**config.mk**
```make
export PLATFORM = sky130hd
export DESIGN_NAME = flash_burst_reader
export DESIGN_NICKNAME = d
export VERILOG_FILES = /design/src/rtl/flash_burst_reader.sv
export SDC_FILE = /design/constraint.sdc
export NUM_CORES = 1
export LEC_CHECK = 0
export ABC_AREA = 0
export BUFFER_PORTS_ARGS = -buffer_cell sky130_fd_sc_hd__buf_4
export CAP_MARGIN = 30
export CORE_ASPECT_RATIO = 0.9
export CORE_MARGIN = 4
export CORE_UTILIZATION = 45
export CTS_BUF_LIST = sky130_fd_sc_hd__clkbuf_8
export DETAILED_ROUTE_END_ITERATION = 10
export PLACE_DENSITY_LB_ADDON = 0.15
export SLEW_MARGIN = 25
export SYNTH_ARGS = -nofsm -noshare
export SYNTH_HDL_FRONTEND = slang
export SYNTH_SLANG_ARGS = --single-unit
```
**constraint.sdc**
```tcl
create_clock -name clock -period 8.55 [get_ports clock]
set_clock_uncertainty 0.05 [all_clocks]
set_input_delay 0.4275 -clock clock [delete_from_list [all_inputs] [get_ports clock]]
set_output_delay 0.4275 -clock clock [all_outputs]
set_load 0.1 [all_outputs]
```
**src/rtl/flash_burst_reader.sv**
```systemverilog
// flash_burst_reader: Avalon-MM burst read master for the flash data port.
// Splits a (start address, word count) request into bursts of at most MAX_BURST beats
// and delivers the returned words through an internal FIFO on a valid/ready stream.
module flash_burst_reader #(
    parameter int unsigned ADDR_W     = 19,
    parameter int unsigned DATA_W     = 32,
    parameter int unsigned BURST_W    = 4,
    parameter int unsigned FIFO_DEPTH = 16,
    parameter int unsigned LEN_W      = 16
) (
    input  logic               clock,
    input  logic               reset,
    input  logic               req_valid,
    output logic               req_ready,
    input  logic [ADDR_W-1:0]  req_addr,
    input  logic [LEN_W-1:0]   req_len,
    input  logic               abort,
    output logic               out_valid,
    input  logic               out_ready,
    output logic [DATA_W-1:0]  out_data,
    output logic               busy,
    output logic               done,
    output logic               aborted,
    output logic [ADDR_W-1:0]  avmm_data_addr,
    output logic               avmm_data_read,
    output logic [BURST_W-1:0] avmm_data_burstcount,
    input  logic [DATA_W-1:0]  avmm_data_readdata,
    input  logic               avmm_data_waitrequest,
    input  logic               avmm_data_readdatavalid
);
    localparam int unsigned MAX_BURST = 2 ** (BURST_W - 1);
    localparam int unsigned PTR_W     = $clog2(FIFO_DEPTH);
    localparam int unsigned CNT_W     = PTR_W + 1;

    typedef enum logic [1:0] {S_IDLE, S_ISSUE, S_BEATS, S_FINISH} state_t;

    state_t             state;
    logic [ADDR_W-1:0]  addr_q;
    logic [LEN_W-1:0]   remaining;
    logic [BURST_W-1:0] blen_q;
    logic [BURST_W-1:0] beat_cnt;
    logic               abort_q;

    logic [DATA_W-1:0]  mem [FIFO_DEPTH];
    logic [PTR_W-1:0]   wr_ptr;
    logic [PTR_W-1:0]   rd_ptr;
    logic [CNT_W-1:0]   count;

    logic               abort_c;
    logic               push_c;
    logic               pop_c;
    logic               head_bypass_c;
    logic [BURST_W-1:0] blen_c;
    logic [CNT_W-1:0]   free_slots;
    logic [CNT_W-1:0]   count_nxt;
    logic [PTR_W-1:0]   rd_ptr_nxt;

    // Abort qualification, FIFO push/pop and next-burst sizing
    always_comb begin
        abort_c       = abort_q | (abort & (state != S_IDLE));
        push_c        = (state == S_BEATS) & avmm_data_readdatavalid & ~abort_c;
        pop_c         = out_valid & out_ready;
        blen_c        = (remaining >= LEN_W'(MAX_BURST)) ? BURST_W'(MAX_BURST)
                                                         : BURST_W'(remaining);
        free_slots    = CNT_W'(FIFO_DEPTH) - count;
        count_nxt     = count + CNT_W'(push_c) - CNT_W'(pop_c);
        rd_ptr_nxt    = rd_ptr + PTR_W'(pop_c);
        // A word written into an (effectively) empty FIFO becomes the new head directly
        head_bypass_c = push_c & (count == CNT_W'(pop_c));
    end

    // FIFO storage; written only by accepted read beats
    always_ff @(posedge clock) begin
        if (push_c) begin
            mem[wr_ptr] <= avmm_data_readdata;
        end
    end

    // FIFO pointers, fill count and registered head (flushed on abort)
    always_ff @(posedge clock) begin
        if (reset) begin
            wr_ptr    <= '0;
            rd_ptr    <= '0;
            count     <= '0;
            out_valid <= 1'b0;
            out_data  <= '0;
        end else if (abort_c) begin
            wr_ptr    <= '0;
            rd_ptr    <= '0;
            count     <= '0;
            out_valid <= 1'b0;
        end else begin
            if (push_c) begin
                wr_ptr <= wr_ptr + PTR_W'(1);
            end
            rd_ptr    <= rd_ptr_nxt;
            count     <= count_nxt;
            out_valid <= (count_nxt != '0);
            out_data  <= head_bypass_c ? avmm_data_readdata : mem[rd_ptr_nxt];
        end
    end

    // Request sequencing: accept, issue bursts with slot reservation, count beats, finish
    always_ff @(posedge clock) begin
        if (reset) begin
            state                <= S_IDLE;
            req_ready            <= 1'b1;
            busy                 <= 1'b0;
            done                 <= 1'b0;
            aborted              <= 1'b0;
            abort_q              <= 1'b0;
            addr_q               <= '0;
            remaining            <= '0;
            blen_q               <= '0;
            beat_cnt             <= '0;
            avmm_data_addr       <= '0;
            avmm_data_read       <= 1'b0;
            avmm_data_burstcount <= '0;
        end else begin
            done <= 1'b0;
            if ((state != S_IDLE) && abort) begin
                abort_q <= 1'b1;
            end
            case (state)
                S_IDLE: begin
                    if (req_valid) begin
                        addr_q    <= req_addr;
                        remaining <= req_len;
                        aborted   <= 1'b0;
                        abort_q   <= 1'b0;
                        busy      <= 1'b1;
                        req_ready <= 1'b0;
                        state     <= (req_len == '0) ? S_FINISH : S_ISSUE;
                    end
                end
                S_ISSUE: begin
                    if (avmm_data_read) begin
                        // A presented command stays stable until the slave takes it
                        if (!avmm_data_waitrequest) begin
                            avmm_data_read <= 1'b0;
                            beat_cnt       <= '0;
                            state          <= S_BEATS;
                        end
                    end else if (abort_c) begin
                        state <= S_FINISH;
                    end else if (free_slots >= CNT_W'(blen_c)) begin
                        avmm_data_read       <= 1'b1;
                        avmm_data_addr       <= addr_q;
                        avmm_data_burstcount <= blen_c;
                        blen_q               <= blen_c;
                    end
                end
                S_BEATS: begin
                    if (avmm_data_readdatavalid) begin
                        beat_cnt <= beat_cnt + BURST_W'(1);
                        if ((beat_cnt + BURST_W'(1)) == blen_q) begin
                            addr_q    <= addr_q + ADDR_W'(blen_q);
                            remaining <= remaining - LEN_W'(blen_q);
                            state     <= (abort_c || (remaining == LEN_W'(blen_q)))
                                         ? S_FINISH : S_ISSUE;
                        end
                    end
                end
                S_FINISH: begin
                    if (abort_c || (count == '0)) begin
                        done      <= 1'b1;
                        busy      <= 1'b0;
                        aborted   <= abort_c;
                        abort_q   <= 1'b0;
                        req_ready <= 1'b1;
                        state     <= S_IDLE;
                    end
                end
                default: state <= S_IDLE;
            endcase
        end
    end
endmodule

```
Word level (Yosys, flattened, before mapping)

Memories as Yosys holds them, arrays and structs flattened.
Cells that the tools add are included.

Reductions and logical operators: 18
Bitwise gates (word level): 9
$add $sub $neg: 8
Mux-type cells: 43
$lt $le $gt $ge: 2
Equal/unequal tests: 14

Operators by type and width:

| kind                | number |
|---|---|
| $mux 19             | 3 |
| $mux 16             | 3 |
| $pmux 19 s2         | 1 |
| $mux 32             | 1 |
| $pmux 16 s2         | 1 |
| $add 19x4->19       | 1 |
| $mux 2              | 9 |
| $eq 16x4->1         | 1 |
| $ge 16x4->1 const B | 1 |
| $logic_not 16->1    | 1 |
| $mux 4              | 4 |
| $sub 16x4->16       | 1 |
| $mux 1              | 15 |
| $reduce_and 4->1    | 3 |
| $ne 2x2->1 const B  | 5 |
| $add 4x1->4 const B | 2 |
| $pmux 1 s2          | 4 |
| $pmux 2 s4          | 1 |
| $pmux 4 s2          | 1 |
| $reduce_bool 2->1   | 4 |
| $ne 3x3->1 const B  | 2 |
| $reduce_and 6->1    | 1 |
| $add 5x1->5         | 1 |
| $and 1x1->1         | 5 |
| other kinds (18)    | 23 |

Bits in writable memories: 512
Register bits: 116
Logic and storage cells: 112
Input bits: 74
Memories kept: 1

Memory list:

| memory | depth | width | read ports | clocked after Yosys merged registers in | write ports | RTL line | text |
|---|---|---|---|---|---|---|---|
| mem    | 16    | 32    | 1          | 0                                       | 1           | 44       | `logic [DATA_W-1:0] mem [FIFO_DEPTH];` |

Depth between registers and ports, before layout

Word-level depth: 8
Mapped depth: 19

Least setup slack after synthesis

No wires, ideal clock.

Path type: flip-flop to flip-flop
Start point: register state[0]
End point: memory mem[3][0], enable pin
Clock period less this slack: 4151 ps
Library setup time: 461 ps
Data required time: 8039 ps
Stages on the path, launching flop included: 10
Arrival time: 3640 ps
Slack: 4399 ps
Path through: dfxtp_1 inv_1 ha_1 buf_2 nor2b_1 or2_1 buf_4 nor2_4 nand2_1 nor3_1

Word-level cells in the longest chain between the ends: 7
Elaborated cells between the ends (all ways): 9
Classes of those cells: 1 x eq/ne; 2 x mux; 5 x bitwise; 1 x reduce/logical

Ends and longest elaborated chain:

| item                             | RTL line | text |
|---|---|---|
| from (decl)                      | 37       | `state_t state;` |
| from (signal assigned)           | 133      | `state <= (req_len == '0) ? S_FINISH : S_ISSUE;` |
| from (signal assigned)           | 159      | `state <= (abort_c \|\| (remaining == LEN_W'(blen_q)))` |
| $reduce_bool 2->1                | 60       | `abort_c = abort_q \| (abort & (state != S_IDLE));` |
| $and 1x1->1                      | 60       |  |
| $or 1x1->1                       | 60       |  |
| $not 1->1 (no line)              | -        |  |
| $and 1x1->1 (*)                  | 61       | `push_c = (state == S_BEATS) & avmm_data_readdatavalid & ~abort_c;` |
| $mux 1 (*)                       | 74       | `if (push_c) begin` |
| $mux 1 (implied by the code) (*) | 75       | `mem[wr_ptr] <= avmm_data_readdata;` |
| to (decl)                        | 44       |  |

Mark *: on every way between the ends. The rest lies on a longest branch, timed or not.

Worst setup path after layout

Start point: register out_valid
End point: register out_data[13]

Word-level cells in the longest chain between the ends: 4
Elaborated cells between the ends (all ways): 6
Classes of those cells: 1 x add/sub; 1 x eq/ne; 1 x mux; 2 x bitwise; 1 x memory

Ends and longest elaborated chain:

| item                    | RTL line | text |
|---|---|---|
| from (decl)             | 18       | `output logic out_valid,` |
| from (signal assigned)  | 98       | `out_valid <= (count_nxt != '0);` |
| $and 1x1->1             | 62       | `pop_c = out_valid & out_ready;` |
| $add 4x1->4             | 67       | `rd_ptr_nxt = rd_ptr + PTR_W'(pop_c);` |
| named net rd_ptr_nxt[1] | 56       | `logic [PTR_W-1:0] rd_ptr_nxt;` |
| $mem_v2 16x32           | -        |  |
| $mux 32                 | 99       | `out_data <= head_bypass_c ? avmm_data_readdata : mem[rd_ptr_nxt];` |
| to (signal assigned)    | 99       |  |
| to (decl)               | 20       | `output logic [DATA_W-1:0] out_data,` |

The timed path passes the listed nets, and every way through them passes these cells.
A chain may end at the register's enable or synchronous reset.

==> impl_metrics.env <==
export IMPL_synth_flop_cell="edfxtp_1"
export IMPL_ant_nets=0
export IMPL_timing_setup_tns_ns=0
export IMPL_period_minus_slack_ns=3.824
export IMPL_r2r_setup_slack_ns=4.73
export IMPL_portBuffers=134
export IMPL_pwr_share_clk_pct=27.6
export IMPL_cts_buffers=101
export IMPL_grt_pass1_vias=15020
export IMPL_routed_wl_um=62150
export IMPL_crit_arrival_ns=4.32
export IMPL_synthTopCellsByCount="512 x edfxtp_1, 128 x mux4_2, 116 x dfxtp_1, 104 x nor2_1, 72 x a21oi_1"
export IMPL_hold_start="req_addr[12]"
export IMPL_htreeDepth=3
export IMPL_worstPathMaxFanout=48
export IMPL_cts_setup_buffers=0
export IMPL_dieArea_sq_um=60150
export IMPL_ctsHoldBuffers=48
export IMPL_critical_path_class="reg -> reg"
export IMPL_relSlewSlack_pct=34.98
export IMPL_cpPeakStageDelay_ns=0.70
export IMPL_post_route_drc_count=0
export IMPL_rows=82
export IMPL_total_power_mw=9.147
export IMPL_ios=135
export IMPL_min_period_over_period_pct=44.73
export IMPL_yosys_warnings=0
export IMPL_syn_area_sq_um=25330
export IMPL_num_antenna_cells=0
export IMPL_power_density_nw_per_um2=306.0
export IMPL_worst_path_buf_inv=2
export IMPL_synthMuxAreaShare_pct=11.54
export IMPL_pwr_share_comb_pct=32.0
export IMPL_synth_distinct_cells=68
export IMPL_synth_xor_area_share_pct=0.6916
export IMPL_synth_nets=1648
export IMPL_intPower_mw=5.916
export IMPL_synth_top_cell_area_share_pct=60.70
export IMPL_whs_path_depth=3
export IMPL_rsz0062_at_grt="no"
export IMPL_grt_max_degree=111
export IMPL_rr_worst_depth=9
export IMPL_worstMarginPinSlew_ns=0.9742
export IMPL_nFillCells=4486
export IMPL_grt_antenna_before_repair=0
export IMPL_r2r_end="out_data[13]"
export IMPL_grt_pass1_wl_um=94300
export IMPL_drt_first_pass_iters=6
export IMPL_yosysMostFrequentCell="edfxtp_1"
export IMPL_net_switching_power_mw=3.231
export IMPL_start_kind="flip-flop"
export IMPL_max_freq_mhz=261.5
export IMPL_hold_path_class="in -> reg"
export IMPL_crit_required_ns=9.04
export IMPL_setup_viol_count_final=0
export IMPL_yosysTopAreaCell="edfxtp_1"
export IMPL_swShare_pct=35.32
export IMPL_core_sq_um=55710
export IMPL_met2_usage_pct=33.69
export IMPL_leakagePower_nw=9.885
export IMPL_place_worst_setup_slack_ns=4.434
export IMPL_die_h_um=233.1
export IMPL_place_gp_congestion=0.7829
export IMPL_outcome="complete, no violations"
export IMPL_clk_latency_ns=0.69
export IMPL_crit_family="buffers and inverters"
export IMPL_drt_iter0_drc=1236
export IMPL_synth_cells=1539
export IMPL_via_count=14880
export IMPL_power_frac_seq_pct=40.4
export IMPL_cts_buffer_depth=3
export IMPL_hpwl_um=33010
export IMPL_grt_use_met1_pct=28.88
export IMPL_synth_top_family_by_area="multiplexers"
export IMPL_synth_edf_count=512
export IMPL_ys_seq_elements=628
export IMPL_crit_chain="and2_1, ha_4, ha_4, buf_4, buf_4, mux4_2, a22o_1, nor2_1, o21ai_1"
export IMPL_synthAdderAreaFrac_pct=1.818
export IMPL_endpoint_kind="flip-flop"
export IMPL_grt_busiest_layer="met2"
export IMPL_gr_usage_all_layers_pct=20.74
export IMPL_hold_viol=0
export IMPL_num_nets_final=1871
export IMPL_cap_viol_max_count=0
export IMPL_hold_path_end="addr_q[12]"
export IMPL_ys_async_sr_fraction_pct=0
export IMPL_synth_simple_gate_area_share_pct=5.434
export IMPL_setup_slack_ns=4.726
export IMPL_drive_gt1_share_pct=25.64
export IMPL_syn_area_per_cell_sq_um=16.46
export IMPL_drv_slew=0
export IMPL_slowest_stage="ha_4"
export IMPL_synth_area_leaders="edfxtp_1 61%, mux4_2 11%, dfxtp_1 9.2%"
export IMPL_synth_seq_area_share_pct=69.87
export IMPL_globalRouteOverflowTotal=0
export IMPL_reg2reg_from="out_valid"
export IMPL_met3_usage_pct=4.195
export IMPL_clock_sinks=628
export IMPL_avgViaCountPerCell=5.713
export IMPL_detail_route_wl_per_cell_um=23.86
export IMPL_clk_pin_slew_ns=0.06
export IMPL_cts_tree="built"
export IMPL_die_x_um=258.1
export IMPL_synth_compound_area_share_pct=8.620
export IMPL_syn_to_final_growth_pct=18.00
export IMPL_ir_worst_vdd_uv=250.8
export IMPL_cts_resized_gates=0
export IMPL_start_util_pct=45.46
export IMPL_cts_root_buffer="clkbuf_8"
-- power by group through the flow --
stage	registers (mW)	logic [mW]	clock network, mW
detailed placement	3.76	2.92	0
global placement	3.76	2.83	0
global route	3.72	3.17	2.73
CTS	3.70	2.95	2.59
finish	3.70	2.93	2.52
floorplan	4.31	1.66	0
-- worst max-delay path by stage --
stage          cells after the start  slack (ns)  startpoint            to
4_1_cts                            9        4.64   out_valid  out_data[13]
5_1_grt                            9        4.52   out_valid  out_data[15]
2_1_floorplan                      9        4.40    state[0]     mem[3][0]
3_5_place_dp                      10        4.43   out_ready  out_data[14]
6_report                           9        4.73   out_valid  out_data[13]
3_3_place_gp                       8        4.41    state[0]   out_data[8]
-- state kept, by name, indices dropped and copies added (netlist names) --
| signal | flops |
|---|---|
| rd_ptr | 4 |
| out_data | 32 |
| done | 1 |
| count | 5 |
| beat_cnt | 4 |
| addr_q | 19 |
| req_ready | 1 |
| avmm_data_addr | 19 |
| remaining | 16 |
| out_valid | 1 |
| state | 2 |
| avmm_data_read | 1 |
| aborted | 1 |
| blen_q | 4 |
| abort_q | 1 |
| busy | 1 |
| mem | 512 |
| wr_ptr | 4 |
-- layout make-up --
| type | count | area, sq um | area share [%] |
|---|---|---|---|
| multi-input combinational | 790 | 7315 | 24.47 |
| clock buffer | 116 | 1597 | 5.342 |
| clock inverter | 74 | 412.9 | 1.382 |
| sequential | 628 | 17700 | 59.21 |
| inverter | 27 | 101.3 | 0.3391 |
| tap | 756 | 945.9 | 3.165 |
| timing repair buffer | 214 | 1819 | 6.087 |
-- worst min-delay path, cell delays in order --
cell and delay [ns]:
buf_4 0.11, o22ai_1 0.13, a211oi_1 0.09
-- per-stage QoR --
step	cell area, sq um	hold slack, ns	util (%)	instances
after floorplan	25330	0.3903	-	1539
after global placement	27290	0.3978	48.98	2363
final	29890	0.06318	53.65	2605
after CTS	29890	0.001207	53.65	2605
after global routing	29890	0.02459	53.65	2605
after detailed placement	27400	0.4067	49.18	2367
-- logic make-up (layout without fill, tap and decap cells) --
kind of cell / Yosys count / in the layout
buf+inv: 121 / 431
fa+ha+maj: 35 / 35
xor+xnor: 20 / 20
mux: 132 / 132
compound gates: 324 / 324
flops: 628 / 628
simple gates: 279 / 279
-- layout by cell type (no fill, tap or decap), drive strengths merged, types with 48 or more instances in the layout --
master / Yosys / routed
edfxtp: 512 / 512
nor2: 105 / 105
a22o: 64 / 64
dlygate4sd3: 0 / 48
mux4: 128 / 128
dfxtp: 116 / 116
inv: 27 / 71
o21ai: 86 / 86
a21oi: 72 / 72
buf: 40 / 166
clkbuf: 54 / 116
-- metal layers --
metal  wire (um)  share of wire (%)
met5           0                  0
met4        1281                2.1
met3        3943                6.3
met2       30120                 48
met1       26800                 43
(Power assumes the default switching activity.)
